<file path="src/rtl/jetpack_barry_animator_if.sv">
// Signal bundle between the jetpack game core and its neighbours
// (thrust input, obstacle generator, video driver).
interface jetpack_barry_animator_if;
  logic        on;
  logic [9:0]  x;
  logic [8:0]  y;
  logic [9:0]  obs1_x;
  logic [9:0]  obs2_x;
  logic [1:0]  obs1_pos;
  logic [1:0]  obs2_pos;
  logic [1:0]  obs1_type;
  logic [1:0]  obs2_type;
  logic [31:0] divided_clocks;
  logic        tick;
  logic [8:0]  y0;
  logic [1:0]  game_state;
  logic        game_over;
  logic [7:0]  r;
  logic [7:0]  g;
  logic [7:0]  b;

  modport master (
    output on, x, y, obs1_x, obs2_x, obs1_pos, obs2_pos, obs1_type, obs2_type,
    input  divided_clocks, tick, y0, game_state, game_over, r, g, b
  );

  modport slave (
    input  on, x, y, obs1_x, obs2_x, obs1_pos, obs2_pos, obs1_type, obs2_type,
    output divided_clocks, tick, y0, game_state, game_over, r, g, b
  );
endinterface

</file>
<file path="src/rtl/jetpack_barry_animator.sv">
// Jetpack runner game core: clock divider, game tick, Barry motion,
// game state machine with collision detection and per-pixel colour.
module jetpack_barry_animator #(
  parameter int WHICH_CLOCK = 11,
  parameter int MOVE_DIV    = 8
) (
  input  logic CLOCK_50,
  input  logic reset,
  jetpack_barry_animator_if.slave bus
);

  typedef enum logic [1:0] {
    S_START = 2'b00,
    S_PLAY  = 2'b01,
    S_OVER  = 2'b10
  } state_t;

  localparam logic [8:0]          Y0_MAX    = 9'd420;
  localparam logic [10:0]         BARRY_X0  = 11'd20;
  localparam logic [10:0]         BARRY_X1  = 11'd50;
  localparam logic [9:0]          BARRY_H   = 10'd60;
  localparam logic [10:0]         OBS_W     = 11'd40;
  localparam logic [9:0]          OBS_H     = 10'd120;
  localparam logic [MOVE_DIV-1:0] MC_ONE    = {{(MOVE_DIV-1){1'b0}}, 1'b1};

  logic [31:0]         r_div;
  logic                r_div_bit;
  logic [MOVE_DIV-1:0] r_move_cnt;
  state_t              r_state;
  logic [8:0]          r_y0;
  logic [7:0]          r_r;
  logic [7:0]          r_g;
  logic [7:0]          r_b;

  logic                w_tick;
  logic                w_move;
  logic                w_collision;
  logic [9:0]          w_y0_top;
  logic [9:0]          w_y0_end;
  logic [10:0]         w_px;
  logic [9:0]          w_py;
  logic                w_in_barry;
  logic                w_in_obs1;
  logic                w_in_obs2;
  logic [23:0]         w_rgb;

  // Lane 3 is not a real lane and is folded onto lane 2.
  function automatic logic [9:0] lane_top(input logic [1:0] pos);
    case (pos)
      2'd0:    return 10'd40;
      2'd1:    return 10'd180;
      default: return 10'd320;
    endcase
  endfunction

  function automatic logic in_obs(input logic [10:0] px, input logic [9:0] py,
                                  input logic [9:0] ox, input logic [1:0] pos,
                                  input logic [1:0] typ);
    logic [10:0] left;
    logic [9:0]  top;
    left = {1'b0, ox};
    top  = lane_top(pos);
    return (typ != 2'd0) && (px >= left) && (px < left + OBS_W) &&
           (py >= top) && (py < top + OBS_H);
  endfunction

  function automatic logic hits_barry(input logic [9:0] ytop, input logic [9:0] yend,
                                      input logic [9:0] ox, input logic [1:0] pos,
                                      input logic [1:0] typ);
    logic [10:0] left;
    logic [9:0]  top;
    left = {1'b0, ox};
    top  = lane_top(pos);
    return (typ != 2'd0) && (BARRY_X0 < left + OBS_W) && (left < BARRY_X1) &&
           (ytop < top + OBS_H) && (top < yend);
  endfunction

  function automatic logic [23:0] obs_colour(input logic [1:0] typ);
    case (typ)
      2'd1:    return 24'hFF0000;
      2'd2:    return 24'hFF8000;
      2'd3:    return 24'h00FFFF;
      default: return 24'h000000;
    endcase
  endfunction

  function automatic logic [23:0] bg_colour(input state_t st);
    case (st)
      S_START: return 24'h000040;
      S_PLAY:  return 24'h202020;
      S_OVER:  return 24'h800000;
      default: return 24'h000000;
    endcase
  endfunction

  // The tick is the rising edge of one divider bit, seen against its registered copy.
  assign w_tick = r_div[WHICH_CLOCK] & ~r_div_bit;
  assign w_move = w_tick & (&r_move_cnt);

  assign w_y0_top    = {1'b0, r_y0};
  assign w_y0_end    = w_y0_top + BARRY_H;
  assign w_collision = hits_barry(w_y0_top, w_y0_end, bus.obs1_x, bus.obs1_pos, bus.obs1_type) |
                       hits_barry(w_y0_top, w_y0_end, bus.obs2_x, bus.obs2_pos, bus.obs2_type);

  assign w_px       = {1'b0, bus.x};
  assign w_py       = {1'b0, bus.y};
  assign w_in_barry = (w_px >= BARRY_X0) && (w_px < BARRY_X1) &&
                      (w_py >= w_y0_top) && (w_py < w_y0_end);
  assign w_in_obs1  = in_obs(w_px, w_py, bus.obs1_x, bus.obs1_pos, bus.obs1_type);
  assign w_in_obs2  = in_obs(w_px, w_py, bus.obs2_x, bus.obs2_pos, bus.obs2_type);

  // Free-running divider, tick edge detector and move-strobe prescaler.
  always_ff @(posedge CLOCK_50 or posedge reset) begin
    if (reset) begin
      r_div      <= 32'd0;
      r_div_bit  <= 1'b0;
      r_move_cnt <= {MOVE_DIV{1'b0}};
    end else begin
      r_div     <= r_div + 32'd1;
      r_div_bit <= r_div[WHICH_CLOCK];
      if (w_tick) begin
        r_move_cnt <= r_move_cnt + MC_ONE;
      end
    end
  end

  // Game state machine; Barry's row only moves while playing.
  always_ff @(posedge CLOCK_50 or posedge reset) begin
    if (reset) begin
      r_state <= S_START;
      r_y0    <= Y0_MAX;
    end else begin
      case (r_state)
        S_START: begin
          if (bus.on) begin
            r_state <= S_PLAY;
          end
        end
        S_PLAY: begin
          if (w_move) begin
            if (bus.on) begin
              if (r_y0 != 9'd0) begin
                r_y0 <= r_y0 - 9'd1;
              end
            end else if (r_y0 != Y0_MAX) begin
              r_y0 <= r_y0 + 9'd1;
            end
          end
          if (w_collision) begin
            r_state <= S_OVER;
          end
        end
        S_OVER: begin
          r_state <= S_OVER;
        end
        default: begin
          r_state <= S_START;
        end
      endcase
    end
  end

  // Pixel priority: off-screen, Barry, obstacle 1, obstacle 2, background.
  always_comb begin
    w_rgb = 24'h000000;
    if ((w_px >= 11'd640) || (w_py >= 10'd480)) begin
      w_rgb = 24'h000000;
    end else if (w_in_barry) begin
      w_rgb = 24'hFFD700;
    end else if (w_in_obs1) begin
      w_rgb = obs_colour(bus.obs1_type);
    end else if (w_in_obs2) begin
      w_rgb = obs_colour(bus.obs2_type);
    end else begin
      w_rgb = bg_colour(r_state);
    end
  end

  // Colour output register.
  always_ff @(posedge CLOCK_50 or posedge reset) begin
    if (reset) begin
      r_r <= 8'd0;
      r_g <= 8'd0;
      r_b <= 8'd0;
    end else begin
      r_r <= w_rgb[23:16];
      r_g <= w_rgb[15:8];
      r_b <= w_rgb[7:0];
    end
  end

  assign bus.divided_clocks = r_div;
  assign bus.tick           = w_tick;
  assign bus.y0             = r_y0;
  assign bus.game_state     = r_state;
  assign bus.game_over      = (r_state == S_OVER);
  assign bus.r              = r_r;
  assign bus.g              = r_g;
  assign bus.b              = r_b;

endmodule

</file>
<file path="src/flat_wrapper.sv">
// flat-port wrapper written by rule: the top's interface ports become plain ports
module jetpack_barry_animator_flat 
#(
  parameter int WHICH_CLOCK = 11,
  parameter int MOVE_DIV    = 8
)
  (CLOCK_50, reset, bus_on, bus_x, bus_y, bus_obs1_x, bus_obs2_x, bus_obs1_pos, bus_obs2_pos, bus_obs1_type, bus_obs2_type, bus_divided_clocks, bus_tick, bus_y0, bus_game_state, bus_game_over, bus_r, bus_g, bus_b);
  jetpack_barry_animator_if bus_i ();
  input  logic CLOCK_50;
  input  logic reset;
  input wire logic [$bits(bus_i.on)-1:0] bus_on;
  input wire logic [$bits(bus_i.x)-1:0] bus_x;
  input wire logic [$bits(bus_i.y)-1:0] bus_y;
  input wire logic [$bits(bus_i.obs1_x)-1:0] bus_obs1_x;
  input wire logic [$bits(bus_i.obs2_x)-1:0] bus_obs2_x;
  input wire logic [$bits(bus_i.obs1_pos)-1:0] bus_obs1_pos;
  input wire logic [$bits(bus_i.obs2_pos)-1:0] bus_obs2_pos;
  input wire logic [$bits(bus_i.obs1_type)-1:0] bus_obs1_type;
  input wire logic [$bits(bus_i.obs2_type)-1:0] bus_obs2_type;
  output wire logic [$bits(bus_i.divided_clocks)-1:0] bus_divided_clocks;
  output wire logic [$bits(bus_i.tick)-1:0] bus_tick;
  output wire logic [$bits(bus_i.y0)-1:0] bus_y0;
  output wire logic [$bits(bus_i.game_state)-1:0] bus_game_state;
  output wire logic [$bits(bus_i.game_over)-1:0] bus_game_over;
  output wire logic [$bits(bus_i.r)-1:0] bus_r;
  output wire logic [$bits(bus_i.g)-1:0] bus_g;
  output wire logic [$bits(bus_i.b)-1:0] bus_b;
  assign bus_i.on = bus_on;
  assign bus_i.x = bus_x;
  assign bus_i.y = bus_y;
  assign bus_i.obs1_x = bus_obs1_x;
  assign bus_i.obs2_x = bus_obs2_x;
  assign bus_i.obs1_pos = bus_obs1_pos;
  assign bus_i.obs2_pos = bus_obs2_pos;
  assign bus_i.obs1_type = bus_obs1_type;
  assign bus_i.obs2_type = bus_obs2_type;
  assign bus_divided_clocks = bus_i.divided_clocks;
  assign bus_tick = bus_i.tick;
  assign bus_y0 = bus_i.y0;
  assign bus_game_state = bus_i.game_state;
  assign bus_game_over = bus_i.game_over;
  assign bus_r = bus_i.r;
  assign bus_g = bus_i.g;
  assign bus_b = bus_i.b;
  jetpack_barry_animator #(.WHICH_CLOCK(WHICH_CLOCK), .MOVE_DIV(MOVE_DIV)) u_core (.CLOCK_50(CLOCK_50), .reset(reset), .bus(bus_i));
endmodule
</file>
<file path="config.mk">
export PLATFORM = sky130hd
export DESIGN_NAME = jetpack_barry_animator_flat
export DESIGN_NICKNAME = d
export VERILOG_FILES = /design/src/rtl/jetpack_barry_animator_if.sv /design/src/rtl/jetpack_barry_animator.sv /design/src/flat_wrapper.sv
export SDC_FILE = /design/constraint.sdc
export NUM_CORES = 1
export LEC_CHECK = 0
export ABC_AREA = 1
export CORE_MARGIN = 2
export CORE_UTILIZATION = 65
export DETAILED_ROUTE_END_ITERATION = 12
export DONT_BUFFER_PORTS = 1
export HOLD_SLACK_MARGIN = 0.05
export PLACE_DENSITY = 0.87
export SLEW_MARGIN = 20
export SYNTH_ARGS = -nofsm -noshare
export SYNTH_HDL_FRONTEND = slang
export SYNTH_SLANG_ARGS = --single-unit
</file>
<file path="constraint.sdc">
create_clock -name CLOCK_50 -period 5.05 [get_ports CLOCK_50]
set_clock_uncertainty 0.15 [all_clocks]
set_input_delay 0.7575 -clock CLOCK_50 [delete_from_list [all_inputs] [get_ports CLOCK_50]]
set_output_delay 0.7575 -clock CLOCK_50 [all_outputs]
set_load 0.005 [all_outputs]
</file>
# Word-level counts from Yosys, hierarchy flattened
# Cells that the tools add are included.
# op_classes
n_addsub,9
order_cmp,22
n_eq_ne,14
mux,15
bitwise,4
reduce_logical,30
# ops
cell,count
one-hot mux 24 bit (3 select lines),3
2-to-1 mux 24 bit,4
less-than comparator 9 x 10 -> 1 bit,7
one-hot mux 9 bit (2 select lines),2
adder 32 x 1 -> 32 bit (second input constant),1
less-than comparator 10 x 6 -> 1 bit (second input constant),3
greater-or-equal comparator 9 bit,3
2-to-1 mux 9 bit,3
adder 10 x 6 -> 11 bit (second input constant),2
less-than comparator 10 x 11 -> 1 bit,2
less-than comparator 5 x 11 -> 1 bit (first input constant),2
adder 9 x 7 -> 10 bit (second input constant),2
greater-or-equal comparator 10 bit,2
logical AND 1 bit,19
adder 9 x 6 -> 10 bit (second input constant),1
equality test 2 x 1 -> 1 bit (second input constant),5
equality test 2 bit (second input constant),5
greater-or-equal comparator 10 bit (second input constant),1
greater-or-equal comparator 10 x 5 -> 1 bit (second input constant),1
adder 9 x 1 -> 9 bit (second input constant),1
greater-or-equal comparator 9 bit (second input constant),1
inequality test 9 bit (second input constant),1
nonzero test 9 bit,1
subtractor 9 x 1 -> 9 bit (second input constant),1
other kinds (14),21
# word_totals
register_bits,76
in_bits,50
output_inout_bits,69
wordCells,102

# Depth between registers and ports, before layout
# Gate-level depths: netlist of run 1.
# depth
depth_word,9
mapped_depth,18
ltp_nobuf,18

# Worst setup path after synthesis of run 1
# OpenSTA, ideal clock, no wires.
# synth_path
kind,input-to-reg
start,input port bus_obs1_pos[0]
end,register u_core.r_g[6] (netlist: u_core.bus.g[6])
setup_time_ns,0.127
arrival_time_ns,2.736
t_required_ns,4.773
slack_ns,2.037
stages,14
n_path_buf,0
cell_sequence,inv_1 -> nor2_1 -> inv_1 -> ha_1 -> xor2_1 -> ha_1 -> a21oi_1 -> o21ai_0 -> a21oi_1 -> nand4_2 -> nor2_1 -> nor2_1 -> nand2_1 -> o21ai_0
# synth_via
elab_chain_cells,8
elab_cells_between_ends,11
classes_between,add/sub: 1; order compare: 2; eq/ne: 1; mux: 4; reduce/logical: 3
# synth_rtl
item,line_no,rtl
from (decl),flat_wrapper.sv:16,input wire logic [$bits(bus_i.obs1_pos)-1:0] bus_obs1_pos;
equality test 2 x 1 -> 1 bit or logical NOT 2 bit (tied branches),jetpack_barry_animator.sv:49,case (pos)
one-hot mux 9 bit (2 select lines) (*),jetpack_barry_animator.sv:49,
adder 9 x 7 -> 10 bit or greater-or-equal comparator 9 bit (tied branches),jetpack_barry_animator.sv:64,(py >= top) && (py < top + OBS_H);
less-than comparator 9 x 10 -> 1 bit or logical AND 1 bit (tied branches),"jetpack_barry_animator.sv:64, jetpack_barry_animator.sv:63",
logical AND 1 bit (*),jetpack_barry_animator.sv:64,
2-to-1 mux 24 bit (*),jetpack_barry_animator.sv:170,end else if (w_in_obs1) begin
2-to-1 mux 24 bit (*),jetpack_barry_animator.sv:168,end else if (w_in_barry) begin
2-to-1 mux 24 bit (*),jetpack_barry_animator.sv:166,if ((w_px >= 11'd640) || (w_py >= 10'd480)) begin
to (signal assigned),jetpack_barry_animator.sv:187,r_g <= w_rgb[15:8];
to (decl),jetpack_barry_animator.sv:32,logic [7:0] r_g;
# Every way passes the cells marked *; elsewhere a longest branch is shown, timed or not.
# A chain may end at the register's enable or synchronous reset.

# Worst setup path after layout of run 1
# layout_path
start,register u_core.r_y0[2] (netlist: u_core.bus.y0[2])
end,register u_core.r_g[7] (netlist: u_core.bus.g[7])
# layout_via
elab_chain_cells,5
elab_cells_between_ends,7
classes_between,add/sub: 1; order compare: 2; mux: 2; reduce/logical: 2
# layout_rtl
item,line_no,rtl
from (decl),jetpack_barry_animator.sv:30,logic [8:0] r_y0;
from (signal assigned),jetpack_barry_animator.sv:143,r_y0 <= r_y0 - 9'd1;
from (signal assigned),jetpack_barry_animator.sv:146,r_y0 <= r_y0 + 9'd1;
adder 9 x 6 -> 10 bit or greater-or-equal comparator 9 bit (tied branches),"jetpack_barry_animator.sv:101, jetpack_barry_animator.sv:108",
less-than comparator 9 x 10 -> 1 bit or logical AND 1 bit (tied branches),"jetpack_barry_animator.sv:108, jetpack_barry_animator.sv:107",
logical AND 1 bit (*),jetpack_barry_animator.sv:108,(w_py >= w_y0_top) && (w_py < w_y0_end);
2-to-1 mux 24 bit (*),jetpack_barry_animator.sv:168,
2-to-1 mux 24 bit (*),jetpack_barry_animator.sv:166,
via u_core.w_rgb[15],jetpack_barry_animator.sv:45,logic [23:0] w_rgb;
# The timed path passes the listed nets; every way through them passes the cells marked *.

==> impl_metrics.yaml, run 1 <==
global_route:
  antenna_found_initial: 0
  grt_pass1_vias: 5237
  track_usage: 0.278
  met3_usage: 0.0655
  top_usage_layer: "met2"
  grt_pass1_wl_mm: 25.0
  grt_use_met2: 0.469
  overflow: 0
  grt_use_met1: 0.363
  grt_start_max_net_pins: 61
yosys:
  synth-async-reset-ratio: 1.00
  yosys.area_share.simple: 0.287
  synth.distinct_cells: 41
  ys_seq_area_frac: 0.229
  syn_inst: 880
  synth-edff-count: 0
  synth_fa_ha_area_frac: 0.252
  synth_top_family_by_area: "simple AND/OR/NAND/NOR gates"
  syn_area_per_cell_um2: 7.47
  synthMostInstantiatedCell: "nand2_1"
  yosys_warnings: 0
  synth-compound-area-share: 0.0668
  synth-main-ff-cell: "dfrtp_1"
  synth_area_leaders: "ha_1 (25%), dfrtp_1 (21%), nand2_1 (11%)"
  muxShareOfSynthArea: 0.00171
  synth_area_um2: 6580
  syn_nets: 1062
  synth-xor-area-share: 0.0666
  synth_top_area_frac: 0.249
  synth_common_cells: "nand2_1 (201), ha_1 (131), inv_1 (128), nor2_1 (81), dfrtp_1 (56)"
  yosys_register_bits: 60
  yosysTopAreaCell: "ha_1"
worst_setup_path:
  crit_end: "u_core.bus.g[7]$_DFF_PP0_"
  worst-path-max-fanout: 7
  crit_cells: 15
  r2r-start: "u_core.bus.y0[2]$_DFFE_PP1P_"
  max_stage_delay_ps: 640
  reg2reg_to: "u_core.bus.g[7]$_DFF_PP0_"
  end_kind: "register"
  arrival_ps: 3260
  criticalPathCategory: "reg -> reg"
  crit_family: "simple AND/OR/NAND/NOR gates"
  cp_slowest_cell: "dfstp_2"
  rr_worst_depth: 15
  critPathBufInv: 3
  regToRegSetupSlack_ps: 1900
  crit_chain: "inv_1 -> ha_1 -> nand3_1 -> nand2_1 -> xor2_1 -> ha_1 -> nand2_1 -> o21ai_0 -> a21oi_1 -> nand2_1 -> nor2_1 -> inv_1 -> nand3_1 -> nand2_1 -> inv_1"
  required_ps: 5160
  startpoint: "u_core.bus.y0[2]$_DFFE_PP1P_"
  cp-start-kind: "register"
  crit_top_cell: "nand2_1"
pwr:
  power.density_nw_per_um2: 190
  power_switching_share: 0.335
  p_clk_frac: 0.338
  leakage_nw: 3.81
  sequentialPowerShare: 0.406
  power.total_mw: 1.29
  switchingPower_uw: 433
  ir_drop_mv: 0.173
  p_int_uw: 860
  combPwrFrac: 0.255
timing:
  worst_pin_slew_ps: 729
  finalSetupTns_ps: 0
  drv_slew: 0
  relSlewSlack: 0.514
  hold_viol_final: 0
  finalCriticalPeriod_ps: 3150
  finalCritPeriodShare: 0.623
  setup_viol: 0
  rsz0062_at_grt: "false"
  fmax_mhz: 318
die:
  die_x_um: 105
  fp.dieArea_um2: 10900
  num_io_pins: 119
  die_h_um: 105
  core_area_um2: 9770
  initial_core_util: 0.673
  row_count: 36
cts:
  clk_pin_slew_ps: 80
  insertion_delay_ps: 340
  postCtsSetupRepairBufs: 0
  cts_tree: "built"
  numCtsBuffers: 9
  hold_buffers: 0
  cts-root-buf: "clkbuf_8"
  clock-sinks: 60
  htree_levels: 3
  cts_resized: 0
  cts_buffer_depth: 2
layout:
  layout-drive-gt1-share: 0.0648
  fin_nets: 1056
  areaGrowthSynthToFinish_pct: 3.75
  antenna_cells: 0
placement:
  dp_hpwl_mm: 12.0
  portBuffers: 0
  gp_congestion: 0.954
route:
  viasPerCell: 5.41
  wl_per_cell_um: 14.6
  first_pass_iters: 5
  drt-total-wl_mm: 14.8
  drc: 0
  drt-initial-drc-count: 323
  dr_total_vias: 5475
  ant_nets: 0
min_path:
  hold_path_class: "reg -> reg"
outcome:
  status: "finished clean"
job:
  drv_cap: 0
## worst register-to-register path: stages, from the launching register on
cell	delay, ps
dfstp_2	640
inv_1	180
ha_1	270
nand3_1	190
nand2_1	90
xor2_1	290
ha_1	290
nand2_1	80
o21ai_0	90
a21oi_1	120
nand2_1	100
nor2_1	240
inv_1	130
nand3_1	110
nand2_1	60
inv_1	60
## placed cells by master (no fill, tap or decap), drive strengths merged, types with 23 or more instances in the layout
cell type and count:
dfrtp 56, ha 131, o21ai 23, nand4 24, a21oi 41, xor2 40
inv 136, nand2 205, nand3 59, nor2 88
## layout make-up
cell class / instances / area (µm²)
clock inverters: 7 / 76.3
well taps: 133 / 166
fillers: 800 / 2950
repair buffers: 1 / 7.51
flip-flops and latches: 60 / 1510
clock buffers: 9 / 124
inverters: 135 / 507
multi-input cells: 667 / 4430
## worst min path at each step
| stage | start | endpoint | cells after the start |
|---|---|---|---|
| 5_1_grt | u_core.r_move_cnt[7]$_DFFE_PP0P_ | u_core.r_move_cnt[7]$_DFFE_PP0P_ | 1 |
| 4_1_cts | u_core.r_move_cnt[7]$_DFFE_PP0P_ | u_core.r_move_cnt[7]$_DFFE_PP0P_ | 1 |
| 2_1_floorplan | u_core.r_move_cnt[7]$_DFFE_PP0P_ | u_core.r_move_cnt[7]$_DFFE_PP0P_ | 1 |
| 6_report | u_core.r_move_cnt[7]$_DFFE_PP0P_ | u_core.r_move_cnt[7]$_DFFE_PP0P_ | 1 |
| 3_5_place_dp | u_core.r_move_cnt[7]$_DFFE_PP0P_ | u_core.r_move_cnt[7]$_DFFE_PP0P_ | 1 |
| 3_3_place_gp | u_core.r_move_cnt[7]$_DFFE_PP0P_ | u_core.r_move_cnt[7]$_DFFE_PP0P_ | 1 |
## cells by family (layout without fill, tap and decap cells)
kind of cell | after synthesis | in the layout
flops | 60 | 60
fa+ha+maj | 132 | 132
simple gates | 404 | 404
compound gates | 80 | 80
xor+xnor | 50 | 50
mux | 1 | 1
buf+inv | 153 | 152
## through the flow
step | setup slack (ps) | hold WS (ps) | std cells | utilization | cell area (µm²)
6_report | 1900 | 332 | 1012 | 0.698 | 6820
3_3_place_gp | 1820 | 314 | 996 | 0.677 | 6620
5_1_grt | 1740 | 338 | 1012 | 0.698 | 6820
3_5_place_dp | 1720 | 310 | 996 | 0.677 | 6620
2_1_floorplan | 2040 | 292 | 880 | - | 6580
4_1_cts | 1930 | 327 | 1012 | 0.698 | 6820
## power by group through the flow
| stage | clock [mW] | combinational (mW) | sequential, mW |
|---|---|---|---|
| finish | 0.438 | 0.330 | 0.525 |
| global route | 0.464 | 0.390 | 0.530 |
| CTS | 0.439 | 0.330 | 0.526 |
| detailed placement | 0 | 0.325 | 0.536 |
| global placement | 0 | 0.315 | 0.536 |
| floorplan | 0 | 0.276 | 0.523 |
## registers in the layout (all words and copies together) (netlist names)
signal	flops
u_core.bus.g	4
u_core.bus.game_state	2
u_core.bus.b	1
u_core.r_move_cnt	8
u_core.bus.divided_clocks	32
u_core.bus.y0	9
u_core.r_div_bit	1
u_core.bus.r	3
## metal layers
layer  wire length, µm  part of all wire
met5                 0                 0
met4               247             0.017
met3               944             0.064
met2              6840              0.46
met1              6760              0.46
Note: power is estimated with default switching activity, not from simulation.
==> run 2: changes to the inputs <==
- ABC_AREA: 1 -> 0
- clock period: 5.05 -> 3.1 ns (I/O delays scaled with it)
==> impl_metrics.yaml, run 2 <==
outcome:
  status: "complete, but fails checks"
  violations: "negative setup slack"
cts:
  insertion_delay_ps: 330
  clock-sinks: 60
  cts_tree: "built"
  htree_levels: 3
  cts_buffer_depth: 2
  numCtsBuffers: 9
  clk_pin_slew_ps: 70
  cts-root-buf: "clkbuf_8"
route:
  ant_nets: 0
  drc: 0
  wl_per_cell_um: 19.0
  first_pass_iters: 4
  drt-total-wl_mm: 14.9
  drt-initial-drc-count: 162
  viasPerCell: 6.28
  dr_total_vias: 4937
global_route:
  antenna_found_initial: 0
  overflow: 0
  track_usage: 0.307
  grt_start_max_net_pins: 32
  grt_pass1_vias: 5242
  grt_pass1_wl_mm: 24.4
yosys:
  synth_common_cells: "ha_1 (131), dfrtp_1 (56), inv_1 (48), xnor2_1 (44), nand2_1 (43)"
  yosys_warnings: 0
  synth_area_um2: 5930
  synthMostInstantiatedCell: "ha_1"
  synth-edff-count: 0
  synth.distinct_cells: 66
  syn_nets: 821
  yosys_register_bits: 60
  synth_area_leaders: "ha_1 (28%), dfrtp_1 (24%), xnor2_1 (6.5%)"
  syn_area_per_cell_um2: 9.28
  ys_seq_area_frac: 0.254
  syn_inst: 639
  synth-async-reset-ratio: 1.00
  yosysTopAreaCell: "ha_1"
  synth-main-ff-cell: "dfrtp_1"
  synth_top_area_frac: 0.276
layout:
  multiInputGateArea_um2: 4310
  fillers: 625
  final_cell_mix: "ha_1 (127), dfrtp_1 (55), inv_1 (46), nand2_1 (43), buf_4 (43)"
  areaGrowthSynthToFinish_pct: 12.1
  seq_area_um2: 1510
  fin_nets: 855
  antenna_cells: 0
  layout-drive-gt1-share: 0.156
  layout_commonest_cell: "ha_1"
  largest_reg_flops: 32
pwr:
  combPwrFrac: 0.273
  p_int_mw: 1.39
  sequentialPowerShare: 0.420
  switchingPower_uw: 637
  power_switching_share: 0.314
  ir_drop_mv: 0.199
  leakage_nw: 3.29
  p_clk_frac: 0.307
  power.total_mw: 2.03
  power.density_nw_per_um2: 305
timing:
  relSlewSlack: 0.576
  finalCritPeriodShare: 1.01
  worst_pin_slew_ps: 634
  rsz0062_at_grt: "true"
  setup_slack_ps: -45.7
  fmax_mhz: 318
  setup_viol: 3
  fin_hold_ws_ps: 238
  finalCriticalPeriod_ps: 3150
  drv_slew: 0
  hold_viol_final: 0
  finalSetupTns_ps: -69.3
worst_setup_path:
  critPathBufInv: 1
  worst-path-max-fanout: 3
  required_ps: 3170
  arrival_ps: 3220
  criticalPathCategory: "reg -> reg"
  cp-start-kind: "register"
  crit_family: "compound AO/OA/AOI/OAI gates"
  end_kind: "register"
  cp_slowest_cell: "dfstp_2"
  max_stage_delay_ps: 540
  crit_chain: "inv_2 -> ha_4 -> ha_1 -> or4b_1 -> a21oi_1 -> nor3_1 -> o311ai_1 -> o311a_4 -> a21oi_2 -> mux2_4"
die:
  die_x_um: 99.5
  num_io_pins: 119
  core_area_um2: 8810
  row_count: 34
  fp.dieArea_um2: 9910
  die_h_um: 99.5
  initial_core_util: 0.674
placement:
  portBuffers: 0
  gp_congestion: 0.983
  dp_hpwl_mm: 11.6
min_path:
  hold_path_class: "in -> reg"
job:
  drv_cap: 0
run 2: changes by cell type after synthesis, sizes merged, moves of 9 or more:
cell and delta:
xor2 -21, nand2b +9, nor2b +14, a21oi -9
nand2 -161, xnor2 +34, nand3 -37, nand4 -14
inv -86, nor2 -57, o21ai +14
run 2: repair_timing:
item,in CTS,in global routing
hold buffers,1,0
cloned,0,0
endpoints found under the setup margin,10,10
gates resized for setup,11,15
endpoints found under the hold margin,29,0
buffers inserted,1,1
pin swaps,3,8
run 2: kinds of logic after synthesis:
group / count (synthesis) / synth area share
xor+xnor: 63 / 0.0930
flops: 60 / 0.254
simple gates: 180 / 0.161
buf+inv: 70 / 0.0557
fa+ha+maj: 132 / 0.280
mux: 3 / 0.00569
compound gates: 131 / 0.151
run 2: worst paths after layout:
path / start / endpoint / slack (ps) / depth (start not counted)
worst min-delay path: bus_on / u_core.bus.y0[8]$_DFFE_PP1P_ / 240 / 3
worst min register to register: u_core.r_move_cnt[7]$_DFFE_PP0P_ / u_core.r_move_cnt[7]$_DFFE_PP0P_ / 330 / 1
worst max-delay path: u_core.bus.y0[2]$_DFFE_PP1P_ / u_core.bus.game_state[1]$_DFFE_PP0P_ / -50 / 10
min in group asynchronous: reset / u_core.bus.divided_clocks[30]$_DFF_PP0_ / 520 / 2
max in group asynchronous: reset / u_core.bus.y0[2]$_DFFE_PP1P_ / 1560 / 3
worst max register to register: u_core.bus.y0[2]$_DFFE_PP1P_ / u_core.bus.game_state[1]$_DFFE_PP0P_ / -50 / 10
run 2: area by class of cell:
cell class,count,area share
Clock buffer,11,0.0213
Clock inverter,5,0.00565
Inverter,49,0.0277
Multi-Input combinational cell,509,0.648
Sequential cell,60,0.227
Tap cell,108,0.0203
Timing Repair Buffer,44,0.0501
run 2: per-stage QoR:
step	utilization	instances	cell area, µm²	setup slack [ps]
finish	0.755	786	6650	-45.7
global route	0.755	786	6650	-138
global placement	0.713	767	6280	-221
detailed placement	0.713	767	6280	-291
CTS	0.744	785	6550	5.18
floorplan	-	639	5980	-135
run 2: worst register-to-register path, stage by stage (launching register included):
cell      delay, ps
dfstp_2         540
inv_2            50
ha_4            240
ha_1            300
or4b_1          440
a21oi_1         140
nor3_1           70
o311ai_1        460
o311a_4         310
a21oi_2          40
mux2_4          300
run 2: metal layers:
metal / vias to the layer above / global-route usage / wire, µm
li1: 2361 / - / -
met2: 183 / 0.529 / 7170
met5: - / 0 / 0
met4: 0 / 0.116 / 470
met3: 48 / 0.0907 / 1200
met1: 2345 / 0.361 / 6090
run 2: power groups by stage:
stage / combinational [mW] / sequential, mW / clock (mW)
final: 0.555 / 0.852 / 0.623
after detailed placement: 0.505 / 0.867 / 0
after global routing: 0.625 / 0.858 / 0.675
after CTS: 0.519 / 0.852 / 0.631
after global placement: 0.470 / 0.867 / 0
after floorplan: 0.389 / 0.851 / 0
